**config.mk**
```make
export PLATFORM = sky130hd
export DESIGN_NAME = paddle_input_ctrl
export DESIGN_NICKNAME = d
export VERILOG_FILES = /design/src/rtl/paddle_input_ctrl_pkg.sv /design/src/rtl/paddle_input_ctrl_debounce.sv /design/src/rtl/paddle_input_ctrl.sv
export SDC_FILE = /design/constraint.sdc
export NUM_CORES = 1
export LEC_CHECK = 0
export CAP_MARGIN = 20
export CORE_UTILIZATION = 63
export DETAILED_ROUTE_END_ITERATION = 12
export PLACE_DENSITY = 0.93
export SYNTH_ARGS = -nofsm -noshare
export SYNTH_HDL_FRONTEND = slang
export SYNTH_HIERARCHICAL = 1
export SYNTH_SLANG_ARGS = --single-unit
```
**constraint.sdc**
```tcl
create_clock -name mclk -period 3.3 [get_ports mclk]
set_clock_uncertainty 0.2 [all_clocks]
set_input_delay 0.495 -clock mclk [delete_from_list [all_inputs] [get_ports mclk]]
set_output_delay 0.495 -clock mclk [all_outputs]
set_load 0.03 [all_outputs]
```
**src/rtl/paddle_input_ctrl_pkg.sv**
```systemverilog
// Shared encodings and constants for the paddle input conditioning stage.
// Used by paddle_input_ctrl (optional PADDLE_ACCEL_EN build) and btn_debounce.
package paddle_input_ctrl_pkg;

  localparam int CNT_W      = 24;
  localparam int SPEED_BASE = 16;

  typedef logic [CNT_W-1:0] cnt_t;

  typedef logic [1:0] dir_t;
  localparam dir_t DIR_NONE  = 2'd0;
  localparam dir_t DIR_LEFT  = 2'd1;
  localparam dir_t DIR_RIGHT = 2'd2;

  typedef logic [1:0] state_t;
  localparam state_t ST_IDLE   = 2'd0;
  localparam state_t ST_FIRST  = 2'd1;
  localparam state_t ST_DELAY  = 2'd2;
  localparam state_t ST_REPEAT = 2'd3;

endpackage

```
**src/rtl/paddle_input_ctrl_debounce.sv**
```systemverilog
// btn_debounce: 2-FF synchroniser followed by a stable-run debounce counter.
// The level toggles after DEBOUNCE_CYCLES consecutive samples that disagree with it.
module btn_debounce
  import paddle_input_ctrl_pkg::*;
#(
  parameter int DEBOUNCE_CYCLES = 500000
) (
  input  logic clk,
  input  logic rst,
  input  logic btn,
  output logic level
);

  localparam int CW = (DEBOUNCE_CYCLES > 1) ? $clog2(DEBOUNCE_CYCLES) : 1;
  localparam logic [CW-1:0] LAST = CW'(DEBOUNCE_CYCLES - 1);

  logic          sync_q1;
  logic          sync_q2;
  logic [CW-1:0] cnt;

  always_ff @(posedge clk or negedge rst) begin
    if (!rst) begin
      sync_q1 <= 1'b0;
      sync_q2 <= 1'b0;
      cnt     <= '0;
      level   <= 1'b0;
    end else begin
      sync_q1 <= btn;
      sync_q2 <= sync_q1;
      if (sync_q2 == level) begin
        cnt <= '0;
      end else if (cnt == LAST) begin
        level <= ~level;
        cnt   <= '0;
      end else begin
        cnt <= cnt + CW'(1);
      end
    end
  end

endmodule

```
**src/rtl/paddle_input_ctrl.sv**
```systemverilog
// Paddle button conditioning: debounced levels plus step pulses with auto-repeat.
// Define PADDLE_ACCEL_EN to halve the repeat period after 8 repeat steps.
module paddle_input_ctrl
  import paddle_input_ctrl_pkg::*;
#(
  parameter int DEBOUNCE_CYCLES = 500000,
  parameter int REPEAT_DELAY    = 15000000,
  parameter int STEP_UNIT       = 250000
) (
  input  logic       mclk,
  input  logic       rst,
  input  logic       to_left,
  input  logic       to_right,
  input  logic [3:0] bar_move_speed,
  input  logic       lose,
  output logic       step_left,
  output logic       step_right,
  output logic       left_level,
  output logic       right_level
);

  // Handshake-free block: step_left/step_right are single-cycle strobes with no
  // back-pressure; the consumer must act on every cycle a strobe is high.

  state_t state;
  dir_t   cur_dir;
  dir_t   dir;
  cnt_t   cnt;
  cnt_t   period;
  cnt_t   period_eff;
  logic   rep_fire;

  btn_debounce #(.DEBOUNCE_CYCLES(DEBOUNCE_CYCLES)) u_deb_left (
    .clk  (mclk),
    .rst  (rst),
    .btn  (to_left),
    .level(left_level)
  );

  btn_debounce #(.DEBOUNCE_CYCLES(DEBOUNCE_CYCLES)) u_deb_right (
    .clk  (mclk),
    .rst  (rst),
    .btn  (to_right),
    .level(right_level)
  );

  always_comb begin
    dir = DIR_NONE;
    if (left_level && !right_level) begin
      dir = DIR_LEFT;
    end else if (right_level && !left_level) begin
      dir = DIR_RIGHT;
    end
  end

  // Speed is only consumed on a reload, so mid-period changes wait for the next period.
  assign period = (cnt_t'(SPEED_BASE) - cnt_t'(bar_move_speed)) * cnt_t'(STEP_UNIT);

`ifdef PADDLE_ACCEL_EN
  logic [2:0] accel_cnt;

  always_ff @(posedge mclk or negedge rst) begin
    if (!rst) begin
      accel_cnt <= '0;
    end else if (rep_fire) begin
      if (accel_cnt != 3'd7) accel_cnt <= accel_cnt + 3'd1;
    end else if (state != ST_REPEAT) begin
      accel_cnt <= '0;
    end
  end

  always_comb begin
    period_eff = period;
    if (accel_cnt == 3'd7) begin
      period_eff = ((period >> 1) == '0) ? cnt_t'(1) : (period >> 1);
    end
  end
`else
  assign period_eff = period;
`endif

  // A repeat step fires when the running count expires and the held direction is unchanged.
  assign rep_fire = !lose && (dir == cur_dir) && (cnt == '0) &&
                    (((state == ST_DELAY) && (bar_move_speed != 4'd0)) || (state == ST_REPEAT));

  always_ff @(posedge mclk or negedge rst) begin
    if (!rst) begin
      state      <= ST_IDLE;
      cur_dir    <= DIR_NONE;
      cnt        <= '0;
      step_left  <= 1'b0;
      step_right <= 1'b0;
    end else begin
      step_left  <= 1'b0;
      step_right <= 1'b0;
      if (lose || ((state != ST_IDLE) && (dir != cur_dir))) begin
        state <= ST_IDLE;
      end else begin
        case (state)
          ST_IDLE: begin
            if (dir != DIR_NONE) begin
              state      <= ST_FIRST;
              cur_dir    <= dir;
              cnt        <= cnt_t'(REPEAT_DELAY - 1);
              step_left  <= (dir == DIR_LEFT);
              step_right <= (dir == DIR_RIGHT);
            end
          end
          ST_FIRST: begin
            state <= ST_DELAY;
            if (cnt != '0) cnt <= cnt - cnt_t'(1);
          end
          default: begin
            // DELAY parks at zero while speed is 0; REPEAT always reloads at zero.
            if (rep_fire) begin
              state      <= ST_REPEAT;
              cnt        <= period_eff - cnt_t'(1);
              step_left  <= (cur_dir == DIR_LEFT);
              step_right <= (cur_dir == DIR_RIGHT);
            end else if (cnt != '0) begin
              cnt <= cnt - cnt_t'(1);
            end
          end
        endcase
      end
    end
  end

endmodule

```
==> results_tabular.tex <==
\begin{tabular}{lr}
\hline
Metric & Value \\
\hline
\multicolumn{2}{l}{\textbf{Critical path}} \\
\quad Setup crit start & bar\_move\_speed[0] \\
\quad Cell type with the highest occurrence count on the critical path & sky130\_fd\_sc\_hd\_\_ha\_4 \\
\quad Cells traversed along the worst timing path & buf\_8 > inv\_8 > ha\_4 > xnor2\_4 > inv\_2 > ha\_4 > ha\_4 > fa\_2 > ha\_4 > ha\_4 > ha\_4 > ha\_4 > nand4\_1 > nor4\_4 > buf\_6 > xnor2\_4 > o21ai\_1 > a22o\_2 > o211ai\_2 > xnor2\_1 > o211ai\_1 > o221a\_2 \\
\quad Crit Reg-Reg Startpoint & cnt[3] \\
\quad Family with the most delay on the worst path & adder cells \\
\quad Maximum fanout count along the critical path & 5 \\
\quad Kind of start point of the critical path & primary input \\
\quad Element type at the critical path end & flip-flop \\
\quad Delay of the slowest critical-path stage & 550 ps \\
\quad Worst endpoint required time & 3390 ps \\
\quad Internal reg-to-reg setup slack & 230 ps \\
\quad Bufs and invs on worst path & 4 \\
\quad Worst-path cell with the longest stage delay & sky130\_fd\_sc\_hd\_\_fa\_2 \\
\quad WS Path Type & primary input to flip-flop \\
\quad Data arrival time at the worst-slack endpoint & 4700 ps \\
\multicolumn{2}{l}{\textbf{Die}} \\
\quad Row cnt & 34 \\
\quad Vert. Die Dim & 97.0 µm \\
\quad Effective utilization at floorplan & 65.2\% \\
\quad Area enclosed by the die boundary & 0.00941 mm² \\
\quad Number of top-level design ports & 13 \\
\quad Area of the core & 0.00872 mm² \\
\quad Horizontal extent of the die & 97.0 µm \\
\multicolumn{2}{l}{\textbf{Pwr}} \\
\quad Clock network fraction of total power & 19.0\% \\
\quad Gate power share & 53.4\% \\
\quad Leakage power summed over all cells & 3.15 nW \\
\quad Total power divided by cell area & 491 mW/mm² \\
\quad Net Sw Frac & 37.0\% \\
\quad Portion of total power attributed to sequential cells & 27.6\% \\
\quad Cell-internal power & 2.34 mW \\
\quad Switching Power & 1.37 mW \\
\quad IR drop worst, VDD & 0.522 mV \\
\multicolumn{2}{l}{\textbf{Route}} \\
\quad Number of optimization iterations in the first detailed-route pass & 5 \\
\quad Uppermost layer routed & met4 \\
\quad Antenna-violating nets left & 0 \\
\quad DR vias & 5,737 \\
\quad Length of routed met2 wiring & 8.87 mm \\
\quad Drt drc & 0 \\
\quad Detailed-route vias per instance & 6.66 \\
\quad Detailed router's first-iteration violation count & 570 \\
\quad M1 WL & 6.10 mm \\
\quad Total length of routed met3 wires & 1.24 mm \\
\quad Routed WL & 17.4 mm \\
\quad Routed len/inst & 20.2 µm \\
\multicolumn{2}{l}{\textbf{Placed design}} \\
\quad DP Area & 0.00676 mm² \\
\quad Number of input and output port buffers inserted & 12 \\
\quad Setup slack after placement & -2130 ps \\
\quad Final weighted congestion in routability-driven placement & 0.889 \\
\quad Post-detailed-placement half-perimeter wirelength & 10.9 mm \\
\multicolumn{2}{l}{\textbf{Timing}} \\
\quad Ratio of final minimum period to clock period & 140\% \\
\quad Final critical delay including setup and external delays & 4610 ps \\
\quad Final Hold Slack & 157 ps \\
\quad Relative max-transition margin & 37.5\% \\
\quad Slew at the pin closest to its max-slew limit & 934 ps \\
\quad Max Clk Rate & 217 MHz \\
\quad Hold Vio Cnt, Final & 0 \\
\quad Slack of the critical path & -1310 ps \\
\quad Number of max-slew violations in the final report & 0 \\
\quad Setup repair after global routing missed its margin & yes \\
\quad Setup-failing EPs final & 10 \\
\multicolumn{2}{l}{\textbf{Synth}} \\
\quad Ys Warns & 6 \\
\quad Commonest register cell after synthesis & sky130\_fd\_sc\_hd\_\_dfrtp\_1 \\
\quad Sequential-to-total area share from yosys stat & 32.5\% \\
\quad Netlist cell types & 69 \\
\quad Proportion of synthesized flip-flops having asynchronous set or reset & 100\% \\
\quad Synthesized area divided by synthesized cell count & 8.89 µm² \\
\quad Synthesized instance count & 640 \\
\quad Total of flip-flops plus latches after synthesis & 74 \\
\quad Top post-synthesis cells by area & sky130\_fd\_sc\_hd\_\_dfrtp\_1, sky130\_fd\_sc\_hd\_\_ha\_1, sky130\_fd\_sc\_hd\_\_xnor2\_1 \\
\quad Portion of synthesized cell area occupied by the leading cell type & 32.5\% \\
\quad Number of synthesized flops with an enable pin & 0 \\
\quad Cell type with the highest aggregate area in the netlist & sky130\_fd\_sc\_hd\_\_dfrtp\_1 \\
\quad Post-synthesis cell area & 0.00569 mm² \\
\quad Net Count, Synth & 704 \\
\multicolumn{2}{l}{\textbf{Hold path}} \\
\quad Worst min-delay path category & flip-flop to flip-flop \\
\quad Worst hold path startpoint & u\_deb\_left/sync\_q1 \\
\multicolumn{2}{l}{\textbf{Global routing}} \\
\quad Antenna violations before repair & 0 \\
\quad Number of global-route vias before repair & 5,781 \\
\quad First-pass GRT wire length & 27.0 mm \\
\quad GRT Overall Usage & 35.5\% \\
\quad Largest net degree at the start of global routing & 43 \\
\quad Gr ovfl total & 0 \\
\multicolumn{2}{l}{\textbf{Layout}} \\
\quad Post-route design area & 0.00757 mm² \\
\quad Area grow syn2layout & 33.1\% \\
\quad Number of antenna diodes & 0 \\
\quad Final net count & 813 \\
\quad Fraction of layout instances using a drive strength above 1 & 30.7\% \\
\multicolumn{2}{l}{\textbf{Clock network}} \\
\quad CTS Buf Count & 9 \\
\quad Clock slew at the register clock pins of the worst setup and hold paths & 80 ps \\
\quad H-tree lvl count & 3 \\
\quad Clock root buffer master & sky130\_fd\_sc\_hd\_\_clkbuf\_8 \\
\quad CTS tree & yes \\
\quad Clk sinks & 74 \\
\quad Maximum buffer depth of the clock tree & 2 \\
\quad Worst skew pair latency & 360 ps \\
\multicolumn{2}{l}{\textbf{Run status}} \\
\quad Result of the run & complete, but fails checks \\
\quad Failing checks & negative setup slack \\
\multicolumn{2}{l}{\textbf{Job}} \\
\quad Maximum Capacitance Violations & 0 \\
\hline
\end{tabular}
cell usage in the layout, fill, tap and decap left out, types with 4 or more instances in the layout:
cell type and instances:
sky130_fd_sc_hd__inv_1 23, sky130_fd_sc_hd__a32oi_1 6, sky130_fd_sc_hd__nor4_4 4, sky130_fd_sc_hd__buf_4 95, sky130_fd_sc_hd__o21ai_1 9, sky130_fd_sc_hd__xnor2_1 41, sky130_fd_sc_hd__nor4_2 4, sky130_fd_sc_hd__nor2_4 4
sky130_fd_sc_hd__o21ai_0 25, sky130_fd_sc_hd__a21oi_1 37, sky130_fd_sc_hd__ha_4 25, sky130_fd_sc_hd__nor2_1 69, sky130_fd_sc_hd__clkdlybuf4s50_1 7, sky130_fd_sc_hd__nand3_1 28, sky130_fd_sc_hd__ha_1 26, sky130_fd_sc_hd__a21o_1 10
sky130_fd_sc_hd__o211ai_1 6, sky130_fd_sc_hd__buf_6 13, sky130_fd_sc_hd__nand4_1 16, sky130_fd_sc_hd__xor2_1 14, sky130_fd_sc_hd__dfrtp_1 74, sky130_fd_sc_hd__clkbuf_8 10, sky130_fd_sc_hd__nand2_1 38, sky130_fd_sc_hd__nor2b_1 8
sky130_fd_sc_hd__nor4_1 12, sky130_fd_sc_hd__xnor2_4 4, sky130_fd_sc_hd__xnor2_2 8, sky130_fd_sc_hd__or3_1 10, sky130_fd_sc_hd__a21oi_2 6, sky130_fd_sc_hd__nor3_1 21
layout make-up:
class | instances | area, µm²
clock buffers | 10 | 138
clock inverters | 5 | 55.1
fillers | 388 | 1150
inverters | 29 | 131
multi-input cells | 513 | 4260
flip-flops and latches | 74 | 1850
well taps | 108 | 135
repair buffers | 122 | 1000
through the flow:
stage / utilization (%) / setup TNS (ps) / power (mW) / instances
5_1_grt: 86.8 / -9000 / 3.87 / 861
2_1_floorplan: - / -9340 / 2.00 / 640
3_5_place_dp: 77.5 / -19590 / 2.46 / 817
6_report: 86.8 / -7810 / 3.72 / 861
4_1_cts: 84.1 / -6650 / 3.46 / 850
3_3_place_gp: 77.5 / -17720 / 2.38 / 817
state kept, by name (all words and copies together), names as in the netlist:
name and flops:
u_deb_right/sync_q1 1, cur_dir 2, u_deb_left/sync_q1 1, cnt 24, u_deb_left/cnt 19, u_deb_right/level 1
step_right 1, u_deb_right/sync_q2 1, u_deb_right/cnt 19, u_deb_left/level 1, state 2, step_left 1
u_deb_left/sync_q2 1
per-layer routing:
metal	GRT usage (%)	vias to the layer above
met2	63.2	371
met1	38.9	2717
met3	5.06	130
met4	24.1	0
met5	0	-
li1	-	2519
worst paths after layout:
check / endpoint / cells past startpoint
min in group asynchronous: u_deb_left/level / 2
worst min-delay path: u_deb_left/sync_q2 / 0
max in group asynchronous: cnt[12] / 3
worst max register to register: cnt[20] / 9
worst min register to register: u_deb_left/sync_q2 / 0
worst max-delay path: cnt[21] / 22
worst reg2reg max path: stages, from the launching register on:
cell,delay (ps)
sky130_fd_sc_hd__dfrtp_1,440
sky130_fd_sc_hd__nor4_2,590
sky130_fd_sc_hd__nand4_1,290
sky130_fd_sc_hd__nor2_2,330
sky130_fd_sc_hd__o2111ai_1,200
sky130_fd_sc_hd__nand2_1,160
sky130_fd_sc_hd__buf_12,160
sky130_fd_sc_hd__a21oi_1,50
sky130_fd_sc_hd__o21ai_0,300
sky130_fd_sc_hd__o211ai_1,190
timing repair:
action                     4_1_cts  5_1_grt
resized for setup               67       29
hold buffers                     1        0
setup buffers                   18       13
setup endpoints to repair       14       11
pin swaps                       42       32
hold endpoints to repair         9        0
cell usage after synthesis (all sizes together), types with 7 or more instances:
| library cell | instances |
|---|---|
| nand4 | 18 |
| buf | 13 |
| inv | 29 |
| nor2b | 8 |
| a21oi | 43 |
| ha | 51 |
| a21o | 10 |
| dfrtp | 74 |
| nand2 | 41 |
| or3 | 11 |
| nand3 | 29 |
| nor4 | 20 |
| xnor2 | 53 |
| o21ai | 38 |
| nor3 | 22 |
| xor2 | 17 |
| o211ai | 7 |
| nor2 | 76 |
| clkbuf | 11 |
power groups by stage:
| stage | Combinational (mW) | Sequential [mW] | Clock (mW) |
|---|---|---|---|
| floorplan | 0.985 | 1.02 | 0 |
| global placement | 1.35 | 1.03 | 0 |
| detailed placement | 1.42 | 1.03 | 0 |
| CTS | 1.73 | 1.02 | 0.707 |
| global route | 2.10 | 1.03 | 0.736 |
| finish | 1.99 | 1.02 | 0.706 |
cell families (layout without fill, tap and decap cells):
kind of cell / Yosys count / after routing / share of synthesized area, %
AND/OR/NAND/NOR: 247 / 247 / 23.2
AO/OA/AOI/OAI: 136 / 136 / 15.9
flip-flops: 74 / 74 / 32.5
XOR/XNOR: 70 / 70 / 10.8
adder cells (fa/ha/maj): 55 / 55 / 12.6
buffers and inverters: 53 / 166 / 4.05
multiplexers: 5 / 5 / 0.946
Note: power is estimated with default switching activity, not from simulation.
==> RTL change 1 (config.mk and constraints unchanged) <==
Add a define of `PADDLE_ACCEL_EN`.
--- a/src/rtl/paddle_input_ctrl.sv
+++ b/src/rtl/paddle_input_ctrl.sv
@@ -1,4 +1,6 @@
 // Paddle button conditioning: debounced levels plus step pulses with auto-repeat.
 // Define PADDLE_ACCEL_EN to halve the repeat period after 8 repeat steps.
+`define PADDLE_ACCEL_EN
+
 module paddle_input_ctrl
   import paddle_input_ctrl_pkg::*;
Behaviour: same outputs for any inputs over 10 cycles, from zero or initial values and one cycle with rst low; that may be too few to reach the edited logic, so the function may still have changed.
==> RTL change 1 against the unedited design <==
Synthesized cell count increased by 16%. Area after synthesis grew 13%. The run now fails in 5_1_grt.
==> RTL change 1: results (changes against the unedited design) <==
Global routing
  – Largest net degree at the start of global routing: 78
  – Gr ovfl total: 26
  – Overall Global Routing Usage: 61.4%

Timing
  – Worst endpoint type: sequential cell input
  – Crit. endpoint post-GRT repair: cnt[22]$_DFFE_PN0P_/D

Status
  – Status: did not finish
  – Failing step: 5_1_grt
  – Err: [ERROR GRT-0232] Routing congestion too high. Check the congestion heatmap in the GUI.

Synthesis
  – Ys Warns: 6 (unchanged)
  – Share of synthesized registers carrying an async set or reset: 100% (unchanged)
  – Syn_nets: 811 (+15%)
  – FF+latch count, synth: 77 (+4.1%)
  – Netlist cell types: 83 (+20%)
  – Mean Syn Cell Area: 8.64 um2 (-2.8%)
  – List of most frequent post-synthesis cells: 87 x nor2_1, 77 x dfrtp_1, 50 x ha_1
  – Area contributors post-synth: dfrtp_1 30%, ha_1 9.7%, xnor2_1 6.4%, nor2_1 5.1%, a21oi_1 3.7%
  – Seq/Total Area, Yosys: 29.9% (-2.6 points)
  – Primary FF master, synth: dfrtp_1

Place
  – Routability cong.: 0.949 (+6.7%)
  – Placed cell count: 951 (+16%)
  – Final HPWL DP: 13100 um (+20%)
  – Post-place setup slack: -2.53 ns (-0.408 ns)
  – Port Buffer Count: 12 (unchanged)

CTS
  – CTS Buffer Depth: 2 (unchanged)
  – Clk root buf: clkbuf_8
  – Cts bufs inserted: 9 (unchanged)
  – H-tree levels: 3 (unchanged)
[RTL change 1: cell types whose count changed after synthesis, moves of 8 or more]
| cell | delta |
|---|---|
| o21ai_0 | +19 |
| nor2_1 | +12 |
| inv_1 | +11 |
| o21ai_1 | -10 |
| clkbuf_1 | +8 |
[RTL change 1: timing repair]
action	in CTS
setup endpoints to repair	17
resized for setup	97
buffers inserted	12
hold buffers	0
pin swaps	55
endpoints found under the hold margin	0
[RTL change 1: kinds of logic after synthesis]
kind of cell	count (synthesis)	synth area share [%]
AOI/OAI and AO/OA	163	17.1
xor gates and xnor gates	66	9.27
adders and majority gates	57	11.9
buffers and inverters	73	4.74
DFF	77	29.9
muxes	12	1.96
other	1	0.0582
and+or+nand+nor	296	25.1
[RTL change 1: per-stage QoR]
| step | area, um2 | setup TNS, ns | util, % |
|---|---|---|---|
| after floorplan | 6720 | -15.32 | - |
| after global placement | 7550 | -26.83 | 76.9 |
| after detailed placement | 7550 | -29.30 | 76.9 |
| after CTS | 8240 | -10.78 | 83.9 |
[RTL change 1: routing by layer]
layer  GRT overflow  global-route usage, %
met5              0                   4.81
met4             12                   59.0
met3              0                   38.4
met2             12                   80.7
met1              2                   65.9
==> RTL change 2 (same flow settings) <==
Without the edit above. Register the output `left_level`, cleared by the reset; this adds one clock of latency there. The other outputs are not delayed to match.
--- a/src/rtl/paddle_input_ctrl.sv
+++ b/src/rtl/paddle_input_ctrl.sv
@@ -20,4 +20,6 @@
 );
 
+  logic left_level_d;
+
   // Handshake-free block: step_left/step_right are single-cycle strobes with no
   // back-pressure; the consumer must act on every cycle a strobe is high.
@@ -35,5 +37,5 @@
     .rst  (rst),
     .btn  (to_left),
-    .level(left_level)
+    .level(left_level_d)
   );
 
@@ -47,7 +49,7 @@
   always_comb begin
     dir = DIR_NONE;
-    if (left_level && !right_level) begin
+    if (left_level_d && !right_level) begin
       dir = DIR_LEFT;
-    end else if (right_level && !left_level) begin
+    end else if (right_level && !left_level_d) begin
       dir = DIR_RIGHT;
     end
@@ -127,4 +129,12 @@
   end
 
+  always_ff @(posedge mclk or negedge rst) begin
+    if (!rst) begin
+      left_level <= '0;
+    end else begin
+      left_level <= left_level_d;
+    end
+  end
+
 endmodule
 
Check against the original RTL: same outputs for any inputs over 10 cycles, from zero or initial values and one cycle with rst low; that may be too few to reach the edited logic, so the function may still have changed.
==> RTL change 2 against the unedited design <==
The flow still finishes with violations (setup timing). Setup slack got worse by 0.031 ns. Sequential cell count rose by 1. Power fell by 10%. Critical path type unchanged. Wire length fell by 7.4%. Area after synthesis rose by 0.44%. Final area fell by 4.6%. Die area rose by 0.42%. Highest routed layer unchanged. Core utilization fell by 4.4 points.
==> RTL change 2: results (changes against the unedited design) <==
Finish
  – Non-filler cells, final: 843 (-2.1%)
  – Layout cell share with drive strength beyond 1: 25.6% (-5.1 points)
  – Final nets: 794 (-2.3%)
  – Fillcell total: 476 (+23%)

Synthesis
  – List of most frequent post-synthesis cells: 75 x dfrtp_1, 75 x nor2_1, 53 x xnor2_1
  – Syn_nets: 705 (+0.14%)
  – Mean Syn Cell Area: 8.91 um2 (+0.28%)

Worst setup path
  – FF-to-FF setup slack: 0.38 ns (+0.15 ns)
  – WP data arrival: 4.75 ns (+0.05 ns)
  – Worst r2r src: u_deb_right/level$_DFFE_PN0P_
  – Worst Reg-to-Reg Cells: 10 (+1)
  – R2r endpoint: cnt[11]$_DFFE_PN0P_

Timing
  – Slew @ Worst Pin: 0.958 ns (+0.0246 ns)
  – Min setup slack post-route: -1.34 ns (-0.0311 ns)
  – Endpoints failing setup: 10 (unchanged)

Place
  – Cell area after placement: 6770 um2 (+0.15%)
  – Placed cell count: 816 (-0.12%)
  – Final HPWL DP: 10800 um (-0.92%)

Detailed routing
  – M1 WL: 5760 um (-5.6%)
  – Met3 wire length: 1080 um (-13%)
  – Met2 Routed Length: 8520 um (-4.0%)
  – DR vias: 5504 (-4.1%)

Global routing
  – Vias in the first global route: 5703 (-1.3%)
  – Overall Global Routing Usage: 34.7% (-0.80 points)
  – Largest net degree at the start of global routing: 76 (+77%)

Hold path
  – HP Start: u_deb_right/sync_q1$_DFF_PN0_
  – Hold Path Sink: u_deb_right/sync_q2$_DFF_PN0_

Power
  – Comb pwr: 0.00167 W (-16%)
  – Maximum vdd drop: 384 uV (-26%)

Status
  – Failing checks: setup timing
  – Status: finished with violations
==> RTL change 2: changes by cell type after synthesis, sizes merged <==
cell / before / now
dfrtp: 74 / 75
==> RTL change 2: critical path, stage by stage <==
cell and delay [ns]:
buf_8 0.09, inv_8 0.04, ha_4 0.17, xnor2_4 0.17
inv_2 0.08, ha_4 0.27, ha_4 0.19, fa_1 0.53
ha_4 0.22, ha_4 0.25, ha_4 0.24, ha_4 0.26
nand4_1 0.16, nor4_4 0.35, buf_6 0.17, xnor2_4 0.12
o21ai_1 0.07, a22o_2 0.28, o211ai_2 0.07, xnor2_1 0.08
o211ai_1 0.21, o221a_2 0.22
==> RTL change 2: worst max path at each step <==
stage	endpoint	slack, ns	cells after the start
4_1_cts	cnt[21]$_DFFE_PN0P_	-1.23	22
6_report	cnt[21]$_DFFE_PN0P_	-1.34	22
2_1_floorplan	cnt[21]$_DFFE_PN0P_	-1.59	21
5_1_grt	cnt[21]$_DFFE_PN0P_	-1.43	22
3_3_place_gp	cnt[23]$_DFFE_PN0P_	-2.02	21
3_5_place_dp	cnt[21]$_DFFE_PN0P_	-2.26	21
==> RTL change 2: cell type report <==
type / instances / share of cell area (%)
Clock buffer: 12 / 2.01
Clock inverter: 4 / 0.364
Inverter: 29 / 1.82
Multi-Input combinational cell: 513 / 56.5
Sequential cell: 75 / 26.0
Tap cell: 108 / 1.87
Timing Repair Buffer: 102 / 11.5
==> RTL change 2: logic make-up (layout without fill, tap and decap cells) <==
logic type | after synthesis | after routing | share of synthesized area [%]
and+or+nand+nor | 247 | 247 | 23.1
AOI/OAI and AO/OA | 136 | 136 | 15.8
DFF | 75 | 75 | 32.8
xor gates and xnor gates | 70 | 70 | 10.7
adders and majority gates | 55 | 55 | 12.6
buffers and inverters | 53 | 147 | 4.03
muxes | 5 | 5 | 0.942
==> RTL change 2: repair_timing <==
action | CTS | global route
buffers inserted | 11 | 1
gates cloned | 0 | 0
endpoints found under the setup margin | 14 | 12
resized for setup | 51 | 7
pin swaps | 35 | 15
hold buffers | 1 | 0
endpoints found under the hold margin | 75 | 0
==> RTL change 2: metrics by stage <==
step	hold WS, ns	setup TNS [ns]	setup slack [ns]	util, %	power, W
CTS	0.167	-7.03	-1.23	82.1	0.00324
finish	0.157	-7.75	-1.34	82.5	0.00334
floorplan	-0.000591	-9.34	-1.59	-	0.00202
global route	0.168	-9.29	-1.43	82.5	0.00350
global placement	0.136	-17.65	-2.02	77.3	0.00237
detailed placement	0.150	-19.85	-2.26	77.3	0.00246
==> RTL change 2: layer usage <==
layer | track usage, % | vias up
met1 | 37.4 | 2622
li1 | - | 2485
met3 | 5.68 | 97
met4 | 18.0 | 0
met2 | 64.7 | 300
met5 | 0 | -
